<file path="src/rtl/mc_ctr_unit.sv">
// Multi-cycle MIPS control unit: sequences FETCH/DECODE/EXEC/MEM/WB and drives datapath strobes.
// Supports variable-latency memory (mem_ready), a wait timeout into FAULT, and SYSCALL halt/resume.
module mc_ctr_unit #(
    parameter int ALUOP_W = 4,
    parameter int TIMEOUT = 16,
    parameter int CNT_W   = (TIMEOUT > 0) ? $clog2(TIMEOUT + 1) : 1
) (
    input  logic               clk,
    input  logic               rst_n,
    input  logic [5:0]         op,
    input  logic [5:0]         func,
    input  logic               mem_ready,
    input  logic               resume,
    output logic               pcwrite,
    output logic               pcwritecond,
    output logic               iord,
    output logic               memread,
    output logic               memwrite,
    output logic               irwrite,
    output logic               memtoreg,
    output logic               regdst,
    output logic               regwrite,
    output logic               alusrca,
    output logic               bneorbeq,
    output logic               isjal,
    output logic               zeroextend,
    output logic               isshamt,
    output logic [1:0]         alusrcb,
    output logic [1:0]         pcsource,
    output logic [ALUOP_W-1:0] aluop,
    output logic               instr_done,
    output logic               halted,
    output logic               fault,
    output logic [2:0]         state
);

    typedef enum logic [2:0] {
        S_FETCH  = 3'd0,
        S_DECODE = 3'd1,
        S_EXEC   = 3'd2,
        S_MEM    = 3'd3,
        S_WB     = 3'd4,
        S_HALT   = 3'd5,
        S_FAULT  = 3'd6
    } state_t;

    localparam logic [ALUOP_W-1:0] ALU_ADD  = ALUOP_W'(0);
    localparam logic [ALUOP_W-1:0] ALU_SUB  = ALUOP_W'(1);
    localparam logic [ALUOP_W-1:0] ALU_FUNC = ALUOP_W'(2);
    localparam logic [ALUOP_W-1:0] ALU_AND  = ALUOP_W'(3);
    localparam logic [ALUOP_W-1:0] ALU_OR   = ALUOP_W'(4);
    localparam logic [ALUOP_W-1:0] ALU_LUI  = ALUOP_W'(5);

    localparam logic [5:0] OP_RTYPE = 6'b000000;
    localparam logic [5:0] OP_LW    = 6'b100011;
    localparam logic [5:0] OP_SW    = 6'b101011;
    localparam logic [5:0] OP_BEQ   = 6'b000100;
    localparam logic [5:0] OP_BNE   = 6'b000101;
    localparam logic [5:0] OP_J     = 6'b000010;
    localparam logic [5:0] OP_JAL   = 6'b000011;
    localparam logic [5:0] OP_ADDI  = 6'b001000;
    localparam logic [5:0] OP_ANDI  = 6'b001100;
    localparam logic [5:0] OP_ORI   = 6'b001101;
    localparam logic [5:0] OP_LUI   = 6'b001111;
    localparam logic [5:0] FN_SLL   = 6'b000000;
    localparam logic [5:0] FN_SRL   = 6'b000010;
    localparam logic [5:0] FN_JR    = 6'b001000;
    localparam logic [5:0] FN_SYSC  = 6'b001100;

    state_t           cur, nxt;
    logic [5:0]       op_q, func_q;
    logic [CNT_W-1:0] cnt, cnt_nxt;
    logic             timeout_hit;

    assign state = cur;

    function automatic logic is_legal(input logic [5:0] o);
        case (o)
            OP_RTYPE, OP_LW, OP_SW, OP_BEQ, OP_BNE, OP_J, OP_JAL,
            OP_ADDI, OP_ANDI, OP_ORI, OP_LUI: is_legal = 1'b1;
            default:                          is_legal = 1'b0;
        endcase
    endfunction

    // Memory handshake: mem_ready=1 in FETCH or MEM completes the access that
    // cycle; while it is low, every strobe for the access is held unchanged.
    // The counter tracks consecutive not-ready cycles of the current access.
    assign timeout_hit = (TIMEOUT > 0) && (cnt == CNT_W'(TIMEOUT - 1));
    assign cnt_nxt     = ((cur == S_FETCH || cur == S_MEM) && !mem_ready) ? cnt + CNT_W'(1)
                                                                          : '0;

    always_ff @(posedge clk or negedge rst_n) begin
        if (!rst_n) begin
            cur    <= S_FETCH;
            cnt    <= '0;
            op_q   <= '0;
            func_q <= '0;
        end else begin
            cur <= nxt;
            cnt <= cnt_nxt;
            if (cur == S_DECODE) begin
                op_q   <= op;
                func_q <= func;
            end
        end
    end

    always_comb begin
        nxt         = cur;
        pcwrite     = 1'b0;
        pcwritecond = 1'b0;
        iord        = 1'b0;
        memread     = 1'b0;
        memwrite    = 1'b0;
        irwrite     = 1'b0;
        memtoreg    = 1'b0;
        regdst      = 1'b0;
        regwrite    = 1'b0;
        alusrca     = 1'b0;
        bneorbeq    = 1'b0;
        isjal       = 1'b0;
        zeroextend  = 1'b0;
        isshamt     = 1'b0;
        alusrcb     = 2'b00;
        pcsource    = 2'b00;
        aluop       = ALU_ADD;
        instr_done  = 1'b0;
        halted      = 1'b0;
        fault       = 1'b0;
        case (cur)
            S_FETCH: begin
                memread = 1'b1;
                alusrcb = 2'b01;
                if (mem_ready) begin
                    irwrite = 1'b1;
                    pcwrite = 1'b1;
                    nxt     = S_DECODE;
                end else if (timeout_hit) begin
                    nxt = S_FAULT;
                end
            end
            S_DECODE: begin
                alusrcb = 2'b11;
                if (op == OP_RTYPE && func == FN_SYSC) nxt = S_HALT;
                else if (!is_legal(op))                nxt = S_FAULT;
                else                                   nxt = S_EXEC;
            end
            S_EXEC: begin
                alusrca = 1'b1;
                case (op_q)
                    OP_RTYPE: begin
                        aluop   = ALU_FUNC;
                        isshamt = (func_q == FN_SLL) || (func_q == FN_SRL);
                        if (func_q == FN_JR) begin
                            pcwrite    = 1'b1;
                            pcsource   = 2'b11;
                            instr_done = 1'b1;
                            nxt        = S_FETCH;
                        end else begin
                            nxt = S_WB;
                        end
                    end
                    OP_LW, OP_SW: begin
                        alusrcb = 2'b10;
                        nxt     = S_MEM;
                    end
                    OP_ADDI, OP_ANDI, OP_ORI, OP_LUI: begin
                        alusrcb    = 2'b10;
                        zeroextend = (op_q != OP_ADDI);
                        aluop      = (op_q == OP_ANDI) ? ALU_AND :
                                     (op_q == OP_ORI)  ? ALU_OR  :
                                     (op_q == OP_LUI)  ? ALU_LUI : ALU_ADD;
                        nxt        = S_WB;
                    end
                    OP_BEQ, OP_BNE: begin
                        aluop       = ALU_SUB;
                        pcwritecond = 1'b1;
                        pcsource    = 2'b01;
                        bneorbeq    = (op_q == OP_BNE);
                        instr_done  = 1'b1;
                        nxt         = S_FETCH;
                    end
                    OP_J, OP_JAL: begin
                        alusrca    = 1'b0;
                        pcwrite    = 1'b1;
                        pcsource   = 2'b10;
                        regwrite   = (op_q == OP_JAL);
                        isjal      = (op_q == OP_JAL);
                        instr_done = 1'b1;
                        nxt        = S_FETCH;
                    end
                    default: begin
                        alusrca = 1'b0;
                        nxt     = S_FAULT;
                    end
                endcase
            end
            S_MEM: begin
                iord     = 1'b1;
                memread  = (op_q == OP_LW);
                memwrite = (op_q == OP_SW);
                if (mem_ready) begin
                    if (op_q == OP_LW) begin
                        nxt = S_WB;
                    end else begin
                        instr_done = 1'b1;
                        nxt        = S_FETCH;
                    end
                end else if (timeout_hit) begin
                    nxt = S_FAULT;
                end
            end
            S_WB: begin
                regwrite   = 1'b1;
                regdst     = (op_q == OP_RTYPE);
                memtoreg   = (op_q == OP_LW);
                instr_done = 1'b1;
                nxt        = S_FETCH;
            end
            S_HALT: begin
                halted = 1'b1;
                if (resume) nxt = S_FETCH;
            end
            S_FAULT: fault = 1'b1;
            default: nxt = S_FAULT;
        endcase
    end

endmodule
</file>
<file path="config.mk">
export PLATFORM = sky130hd
export DESIGN_NAME = mc_ctr_unit
export DESIGN_NICKNAME = d
export VERILOG_FILES = /design/src/rtl/mc_ctr_unit.sv
export SDC_FILE = /design/constraint.sdc
export NUM_CORES = 1
export LEC_CHECK = 0
export BUFFER_PORTS_ARGS = -buffer_cell sky130_fd_sc_hd__buf_2
export CAP_MARGIN = 20
export CELL_PAD_IN_SITES_DETAIL_PLACEMENT = 0
export CELL_PAD_IN_SITES_GLOBAL_PLACEMENT = 1
export CORE_ASPECT_RATIO = 1.5
export CORE_UTILIZATION = 39
export DETAILED_ROUTE_END_ITERATION = 12
export PLACE_DENSITY_LB_ADDON = 0.1
export SETUP_SLACK_MARGIN = 0.1
export SLEW_MARGIN = 20
export SYNTH_ARGS = -nofsm -noshare
export SYNTH_HDL_FRONTEND = slang
export SYNTH_SLANG_ARGS = --single-unit
export TNS_END_PERCENT = 50
</file>
<file path="constraint.sdc">
create_clock -name clk -period 4.8 [get_ports clk]
set_input_delay 1.44 -clock clk [delete_from_list [all_inputs] [get_ports clk]]
set_output_delay 1.44 -clock clk [all_outputs]
set_load 0.005 [all_outputs]
</file>
== Yosys cells after proc, flatten, opt, wreduce, memory -nomap -nowiden ==
Cells that the tools add are included.
W data, S select, Z words.

* Flip-flop bits (word level): 20
* Latch bits: 0
* Bits in writable memories: 0
* Memory bits (read-only): 0
* Input bits: 16
* Output and inout port bits: 28
* Word-level logic and storage cells: 109
* Memories: 0

* $add $sub $neg: 1
* Multiply operators: 0
* Div/mod/pow operators: 0
* Order comparisons: 0
* Equal/unequal tests: 32
* Shifts and indexed selects: 0
* Muxes and demuxes: 53
* Bitwise logic cells: 1
* Reductions and logical operators: 18

{| class="wikitable"
|+ Operator list
! operator !! count
|-
| $eq A6 B4 Y1 const B || 10
|-
| $mux W3 || 12
|-
| $eq A6 B2 Y1 const B || 5
|-
| $mux W1 || 26
|-
| $eq A6 B3 Y1 const B || 4
|-
| $eq A6 B6 Y1 const B || 4
|-
| $pmux W3 S7 || 1
|-
| $logic_not A6 Y1 || 3
|-
| $pmux W2 S3 || 2
|-
| $pmux W3 S4 || 1
|-
| $reduce_or A11 Y1 || 1
|-
| $pmux W1 S2 || 5
|-
| $eq A3 B3 Y1 const B || 3
|-
| $pmux W3 S3 || 1
|-
| $reduce_or A9 Y1 || 1
|-
| $reduce_or A4 Y1 || 2
|-
| $eq A3 B2 Y1 const B || 2
|-
| $mux W2 || 3
|-
| $ne A6 B4 Y1 const B || 1
|-
| $reduce_or A2 Y1 || 3
|-
| $reduce_or A6 Y1 || 1
|-
| $add A5 B1 Y5 const B || 1
|-
| $eq A5 B4 Y1 const B || 1
|-
| $mux W5 || 1
|-
| 9 further kinds || 11
|}

== Longest topological paths before layout ==
Gate-level depths: netlist of the first run.

* Depth after elaboration: 8
* Gate-level depth with buffers: 7
* Depth with buffers taken out: 6

== Least setup slack after synthesis of the first run ==
OpenSTA, ideal clock, no wires.

* Path kind: in2out
* Start: in mem_ready
* End: out pcwrite
* Arrival: 1927 ps
* Required time: 3360 ps
* Slack: 1433 ps
* Stages: 2
* Buffers on the path: 0
* Path through: nor4b_1 > a21o_1

* Cells in the longest elaborated chain, start to end: 2

{| class="wikitable"
|+ Ends and longest elaborated chain
! what !! line !! text
|-
| from (decl) || 12 || <nowiki>input logic mem_ready,</nowiki>
|-
| $mux W1 || 134 || <nowiki>if (mem_ready) begin</nowiki>
|-
| $pmux W1 S2 || 130 || <nowiki>case (cur)</nowiki>
|-
| to (decl) || 14 || <nowiki>output logic pcwrite,</nowiki>
|}

Every way passes these cells.

== Worst setup path in the final report of the first run ==
* Start: reg cur[2], in the netlist state[2]
* End: out bneorbeq

* Cells in the longest elaborated chain, start to end: 2

{| class="wikitable"
|+ Ends and longest elaborated chain
! what !! line !! text
|-
| from (decl) || 70 || <nowiki>state_t cur, nxt;</nowiki>
|-
| from (signal assigned) || 99 || <nowiki>cur <= nxt;</nowiki>
|-
| $eq A3 B2 Y1 || 130 ||
|-
| $mux W1 || 130 ||
|-
| to (decl) || 24 || <nowiki>output logic bneorbeq,</nowiki>
|}

Every way passes these cells.

==> impl_metrics.ini, run 1 <==
[floorplan]
io_pins = 44
die_width_um = 50.5
dieArea_sq_um = 3770
start_util = 0.406
die_h_um = 74.7
rows = 26
coreArea_sq_um = 3380

[logic_synthesis]
synthesis.nets = 177
ys_ff_latch = 20
yosysTopAreaCell = dfrtp_1
syn_area_per_cell_sq_um = 8.64
yosys_warnings = 0
synth_area_leaders = dfrtp_1, mux2_2, nor2_1
yosysMostFrequentCell = dfrtp_1
synth_flop_cell = dfrtp_1
async_flop_share = 1.00
syn_area_sq_um = 1370
yosys.area.top_type_share = 0.364
netlist-cell-type-count = 49
synth_edf_count = 0
synth_common_cells = dfrtp_1, nor2_1, nand2_1, mux2_2, inv_1
seq_area_frac_synth = 0.364
syn_inst = 159

[min_path]
whs_path_depth = 1
min_from = cnt[0]
hold_end = cnt[0]
hold_path.class = reg2reg

[cts]
post-cts-setup-buffers = 0
cts-buffers-inserted = 3
cts_sinks = 20
clk_latency_ns = 0.25
htree_levels = 1
clk_path_buf_depth = 2
cts_tree = yes
cts_hold_buf = 0
post_cts_resized = 0
clk_pin_slew_worst_paths_ns = 0.06
root_buffer = clkbuf_8

[global_routing]
grt-ovfl-total = 0
grt_pass1_vias = 1196
grt_usage = 0.186
grt_pass1_wl_um = 5250
grt_max_degree = 21
antenna_found_initial = 0

[timing]
rsz0062_at_grt = no
setup_tns_ns = 0
min_period_ns = 3.64
period_share = 0.758
max_slew_margin = 0.557
fin_skew_ns = 0.000703
setup_ws_ns = 1.16
fmax_mhz = 275
setup_violations = 0
whs_ns = 0.463
drv_slew = 0
hold_viol_final = 0
max_slew.worst_pin.slew_ns = 0.659

[placement]
placement.io_buffers = 42
dpl.hpwl_um = 2590
place_congestion = 0.797
dp_cells = 231
pre_cts_ws_ns = 1.24

[power]
peakVddDrop_uv = 187
p_total_uw = 289
powerDensity_nw_per_um2 = 180
p_leak_uw = 0.000811

[route]
routed_wirelength_um = 3220
firstDrtPassIters = 4
wl_per_cell_um = 13.8
drtAntennaViolNets = 0
vias_per_cell = 5.38
vias = 1258
drt-initial-drc-count = 25
drc = 0

[cells_and_area]
final_cells = 234
nNetsFinal = 212
register_area_sq_um = 500
diodes = 0
drive_gt1_frac = 0.339
multiInputGateArea_sq_um = 767
fillCellCount = 355
syn2layout_area_growth_pct = 17.1

[outcome]
status = finished, final reports clean

[critical_path]
crit_family = simple AND/OR/NAND/NOR gates
crit_type = reg2out
path_cells = or3b_4 -> nor3_4 -> nand2_2 -> or3_4 -> inv_2 -> and2_1 -> buf_2
cp-start-kind = flop
cp_slowest_cell = dfrtp_1
crit_path_max_fanout = 15
crit_buf_inv = 2
endpoint_kind = output pin
r2r_cells = 4
regToRegEndpoint = state[2]
cp_slowest_stage_delay_ns = 0.54
r2r_slack_ns = 2.88
arrival_ns = 2.20
cp_data_required_time_ns = 3.36
r2r-start = op_q[2]

[flow_run]
drv_cap = 0
-- per-layer routing --
metal  share of wire  track usage  wire, um
met1            0.40        0.194      1300
met2            0.53        0.359      1700
met3           0.044       0.0162       143
met4           0.023        0.105        74
met5               0            0         0
-- kinds of logic after synthesis --
group | count (synthesis) | synth area share
xor+xnor | 4 | 0.0255
fa+ha+maj | 2 | 0.0182
flops | 20 | 0.364
compound gates | 25 | 0.119
other cells | 1 | 0.00273
buf+inv | 22 | 0.0792
simple gates | 74 | 0.301
mux | 11 | 0.0902
-- stage by stage --
step	util	area, sq um
after floorplan	-	1370
after global placement	0.463	1570
after detailed placement	0.463	1570
after CTS	0.475	1610
after global routing	0.476	1610
final	0.476	1610
-- how the worst max path moves through the flow --
stage                    end  depth (start not counted)  startpoint
floorplan            pcwrite                          2   mem_ready
detailed placement   pcwrite                          4   mem_ready
global placement     pcwrite                          4   mem_ready
finish              bneorbeq                          7    state[2]
global route        bneorbeq                          7    state[2]
CTS                 bneorbeq                          7    state[2]
-- layout by cell type (no fill, tap or decap), types with 3 or more instances in the layout --
master,Yosys,final
a21oi_1,5,5
buf_2,5,42
clkbuf_8,0,3
dfrtp_1,20,20
inv_1,9,9
mux2_2,11,11
nand2_1,15,15
nand3_1,5,5
nor2_1,18,18
nor2b_1,5,4
nor3_1,5,5
nor4_1,4,4
o21ai_0,6,6
xnor2_1,3,3
-- cell type report --
class	count	share of cell area
Multi-Input combinational cell	117	0.477
Sequential cell	20	0.311
Timing Repair Buffer	42	0.131
Tap cell	42	0.0327
Clock buffer	3	0.0257
Inverter	10	0.0233
-- report_power, final --
part           total, uW  internal (uW)  switching (uW)
logic               16.1           6.39            9.70
registers            169            169               0
clock network        105           55.8            49.1
-- registers in the layout, indices dropped and copies added, names as in the netlist --
register,count
cnt,5
func_q,6
op_q,6
state,3
(Power assumes the default switching activity.)
==> run 2, diff against run 1 <==
--- a/config.mk
+++ b/config.mk
@@ -10,7 +10,7 @@
 export CELL_PAD_IN_SITES_DETAIL_PLACEMENT = 0
 export CELL_PAD_IN_SITES_GLOBAL_PLACEMENT = 1
 export CORE_ASPECT_RATIO = 1.5
-export CORE_UTILIZATION = 39
+export CORE_UTILIZATION = 37
 export DETAILED_ROUTE_END_ITERATION = 12
 export PLACE_DENSITY_LB_ADDON = 0.1
 export SETUP_SLACK_MARGIN = 0.1
==> constraint.sdc (replaced) <==
create_clock -name clk -period 3.4 [get_ports clk]
set_input_delay 1.02 -clock clk [delete_from_list [all_inputs] [get_ports clk]]
set_output_delay 1.02 -clock clk [all_outputs]
set_load 0.005 [all_outputs]
==> run 2 against run 1 <==
Against the previous run: clock skew about the same; setup slack lost 0.90 ns; worst hold slack gained 0.0044 ns; count of clock-buffer cells in the layout unchanged; first-iteration DRC count is 48% higher; clock power increased by 41%; die area up 5.2%; largest cell class unchanged; largest power group unchanged.
==> impl_metrics.ini, run 2 (same netlist as run 1, synthesis figures left out) <==
[outcome]
status = finished, final reports clean

[route]
wl_per_cell_um = 13.7
drtAntennaViolNets = 0
vias_per_cell = 5.32
drc = 0
met2_length_um = 1680
routed_wirelength_um = 3230
wl_met1_um = 1420
drt-initial-drc-count = 37
routed-wl-met3_um = 112
vias = 1255
top_layer = met4
firstDrtPassIters = 4

[critical_path]
r2r_cells = 4
cp-startpoint = state[1]
endpoint_kind = output pin
crit_path_max_fanout = 10
cp_num_cells = 7
r2r-start = op_q[2]
cp-start-kind = flop
arrival_ns = 2.12
cp_slowest_cell = dfrtp_1
regToRegEndpoint = state[2]
cp_slowest_stage_delay_ns = 0.48
crit_buf_inv = 2
crit_type = reg2out
path_cells = or3b_4 -> nor3_4 -> nand2_2 -> or3_4 -> inv_2 -> and2_1 -> buf_2
r2r_slack_ns = 1.47
cp_data_required_time_ns = 2.38
cp-endpoint = bneorbeq
crit_family = simple AND/OR/NAND/NOR gates

[placement]
dp_cells = 233
dpl.hpwl_um = 2580
dpl-instance-area_sq_um = 1580
placement.io_buffers = 42
place_congestion = 0.804

[timing]
max_slew.worst_pin.slew_ns = 0.642
fmax_mhz = 319
drv_slew = 0
setup_tns_ns = 0
rsz0062_at_grt = no
fin_skew_ns = 0.00108
max_slew_margin = 0.568
setup_violations = 0
period_share = 0.922
min_period_ns = 3.14
hold_viol_final = 0

[power]
peakVddDrop_uv = 245
p_leak_uw = 0.000822
powerDensity_nw_per_um2 = 252

[floorplan]
coreArea_sq_um = 3480
die_h_um = 76.6
start_util = 0.395
rows = 26
die_width_um = 51.8
io_pins = 44
dieArea_sq_um = 3970

[global_routing]
grt_pass1_vias = 1157
grt_max_degree = 21
grt-ovfl-total = 0
antenna_found_initial = 0
grt_pass1_wl_um = 5380
grt_usage = 0.176

[cts]
htree_levels = 1
clk_path_buf_depth = 2
post-cts-setup-buffers = 0
root_buffer = clkbuf_8
cts_tree = yes
clk_latency_ns = 0.25
clk_pin_slew_worst_paths_ns = 0.07
cts_sinks = 20
cts-buffers-inserted = 3

[cells_and_area]
syn2layout_area_growth_pct = 18.1
nNetsFinal = 214
fillCellCount = 366
stdcell_area_sq_um = 1620
drive_gt1_frac = 0.345
mostFrequentLayoutCells = buf_2, dfrtp_1, nor2_1, nand2_1, mux2_2
reg_top3 = func_q (6), op_q (6), cnt (5)
final_common_cell = buf_2
diodes = 0
final_cells = 236

[min_path]
hold_path.class = reg2reg

[flow_run]
drv_cap = 0
==> run 2: cell types whose count changed in the layout (fill, tap and decap cells not counted) <==
cell | before | now
nor2b_1 | 4 | 5
dfrtp_2 | 0 | 1
nor2b_2 | 1 | 0
buf_4 | 0 | 2
dfrtp_1 | 20 | 19
==> run 2: worst min path at each step <==
stage | startpoint | depth (start not counted) | end
after floorplan | cnt[0] | 1 | cnt[0]
after global placement | cnt[0] | 1 | cnt[0]
after detailed placement | cnt[0] | 1 | cnt[0]
after CTS | cnt[0] | 1 | cnt[0]
after global routing | cnt[0] | 1 | cnt[0]
final | cnt[0] | 1 | cnt[0]
==> run 2: what timing repair did <==
item / CTS / global route
hold buffers: 0 / 0
gates resized for setup: 0 / 1
endpoints found under the hold margin: 0 / 0
setup endpoints to repair: 0 / 1
==> run 2: worst reg2reg max path: cells and delay by family, from the launching register on <==
kind,cells,cell delay [ns]
and+or+nand+nor,3,1.02
DFF,1,0.53
AOI/OAI and AO/OA,1,0.26
==> run 2: through the flow <==
step	power, uW	hold slack, ns	setup WS [ns]	utilization
floorplan	248	0.433	0.731	-
global placement	265	0.451	0.527	0.454
detailed placement	265	0.457	0.483	0.454
CTS	417	0.466	0.198	0.466
global route	427	0.490	0.133	0.466
finish	408	0.467	0.264	0.466
==> run 2: routing by layer <==
layer	vias up	track usage
li1	626	-
met1	595	0.212
met2	32	0.312
met3	2	0.0160
met4	0	0.0649
met5	-	0
==> run 2: layout make-up <==
type | count | area, sq um | area share
Clock buffer | 3 | 41.3 | 0.0254
Inverter | 10 | 37.5 | 0.0231
Multi-Input combinational cell | 117 | 764 | 0.471
Sequential cell | 20 | 502 | 0.309
Tap cell | 42 | 52.6 | 0.0324
Timing Repair Buffer | 44 | 225 | 0.139
==> run 2: power by group <==
| part | internal, uW | switching [uW] |
|---|---|---|
| sequential | 238 | 0 |
| combinational | 9.02 | 13.8 |
| clock | 78.6 | 68.9 |
==> run 3, diff against run 2 <==
--- a/config.mk
+++ b/config.mk
@@ -10,7 +10,9 @@
 export CELL_PAD_IN_SITES_DETAIL_PLACEMENT = 0
 export CELL_PAD_IN_SITES_GLOBAL_PLACEMENT = 1
 export CORE_ASPECT_RATIO = 1.5
+export CORE_MARGIN = 2
 export CORE_UTILIZATION = 37
+export CTS_BUF_LIST = sky130_fd_sc_hd__clkbuf_16
 export DETAILED_ROUTE_END_ITERATION = 12
 export PLACE_DENSITY_LB_ADDON = 0.1
 export SETUP_SLACK_MARGIN = 0.1
==> run 3 against run 2 <==
Against the previous run: count of clock-buffer cells in the layout stayed put; combinational power is essentially flat; largest cell class unchanged; final cell count up 0.42%; maximum frequency up 0.40%; final area grew 2.2%; sequential cell count stayed put; power rose by 21%; global-route usage fell by 0.070 points; wire length increased by 6.4%.
==> impl_metrics.ini, run 3 (same netlist as run 1, synthesis figures left out) <==
[outcome]
status = finished, final reports clean

[floorplan]
io_pins = 44
rows = 27
start_util = 0.380
die_h_um = 78.6
dieArea_sq_um = 4230
coreArea_sq_um = 3610
die_width_um = 53.8

[cts]
cts-buffers-inserted = 3
cts_hold_buf = 0
clk_latency_ns = 0.25
root_buffer = clkbuf_16
htree_levels = 1
clk_pin_slew_worst_paths_ns = 0.05
post-cts-setup-buffers = 0
cts_tree = yes
clk_path_buf_depth = 2
cts_sinks = 20

[critical_path]
cp_slowest_stage_delay_ns = 0.50
arrival_ns = 2.10
cp_slowest_cell = dfrtp_2
path_cells = or3b_4 -> nor3_4 -> nand2_2 -> or3_4 -> inv_2 -> and2_1 -> buf_2
crit_buf_inv = 2
crit_family = simple AND/OR/NAND/NOR gates
crit_path_max_fanout = 15
cp_data_required_time_ns = 2.38
cp-start-kind = flop
endpoint_kind = output pin
crit_type = reg2out

[placement]
placement.io_buffers = 42
place_congestion = 0.786
dpl-instance-area_sq_um = 1580
dpl.hpwl_um = 2770

[cells_and_area]
multiInputGateArea_sq_um = 764
reg_top3 = func_q (6), op_q (6), cnt (5)
drive_gt1_frac = 0.345
stdcell_area_sq_um = 1660
nNetsFinal = 214
final_common_cell = buf_2
mostFrequentLayoutCells = buf_2, dfrtp_1, nor2_1, nand2_1, mux2_2
fillCellCount = 375
syn2layout_area_growth_pct = 20.7
diodes = 0
register_area_sq_um = 502

[flow_run]
drv_cap = 0

[power]
p_leak_uw = 0.000836
p_total_uw = 496
powerDensity_nw_per_um2 = 299
peakVddDrop_uv = 273

[route]
vias = 1280
wl_per_cell_um = 14.5
drt-initial-drc-count = 16
vias_per_cell = 5.40
routed_wirelength_um = 3430
firstDrtPassIters = 4
drc = 0
drtAntennaViolNets = 0

[timing]
min_period_ns = 3.12
rsz0062_at_grt = no
max_slew_margin = 0.544
whs_ns = 0.470
setup_violations = 0
period_share = 0.919
fin_skew_ns = 0.00476
fmax_mhz = 320
max_slew.worst_pin.slew_ns = 0.678
drv_slew = 0
hold_viol_final = 0
setup_tns_ns = 0

[global_routing]
antenna_found_initial = 0
grt_max_degree = 21
grt-ovfl-total = 0
grt_usage = 0.175
grt_pass1_wl_um = 5630
grt_pass1_vias = 1219

[min_path]
hold_path.class = reg2reg
## run 3: worst reg2reg max path, stage by stage, from the launching register on
cell,delay [ns]
dfrtp_1,0.55
nand2_1,0.17
nor3b_1,0.23
nor3_1,0.11
a31o_1,0.24
or4_1,0.51
## run 3: layout make-up
type / count / area share
clock buffer: 3 / 0.0453
inverter: 10 / 0.0226
multi-input combinational: 117 / 0.461
sequential: 20 / 0.303
tap: 43 / 0.0325
timing repair buffer: 44 / 0.136
## run 3: final timing paths
kind / to / slack [ns] / start / cells after the start
setup reg to reg: state[2] / 1.45 / op_q[3] / 5
hold reg to reg: cnt[0] / 0.47 / cnt[0] / 1
min in group asynchronous: func_q[5] / 0.71 / rst_n / 1
max in group asynchronous: state[2] / 2.36 / rst_n / 1
setup / recovery: bneorbeq / 0.28 / state[2] / 7
hold / removal: cnt[0] / 0.47 / cnt[0] / 1
## run 3: per-layer routing
layer  share of wire  global-route usage
met5               0                   0
met4           0.011              0.0641
met3           0.050              0.0247
met2            0.52               0.301
met1            0.42               0.213
## run 3: what timing repair did
item,4_1_cts,5_1_grt
endpoints found under the hold margin,0,0
setup endpoints to repair,0,1
resized for setup,0,1
## run 3: per-stage QoR
stage | instances | util | worst slack [ns]
4_1_cts | 237 | 0.458 | 0.212
6_report | 237 | 0.459 | 0.276
2_1_floorplan | 159 | - | 0.731
5_1_grt | 237 | 0.459 | 0.150
3_5_place_dp | 234 | 0.438 | 0.478
3_3_place_gp | 234 | 0.438 | 0.530
## run 3: power by group
group / internal (uW) / total (uW) / switching [uW]
Clock: 155 / 234 / 79.4
Combinational: 9.03 / 23.0 / 14.0
Sequential: 238 / 238 / 0
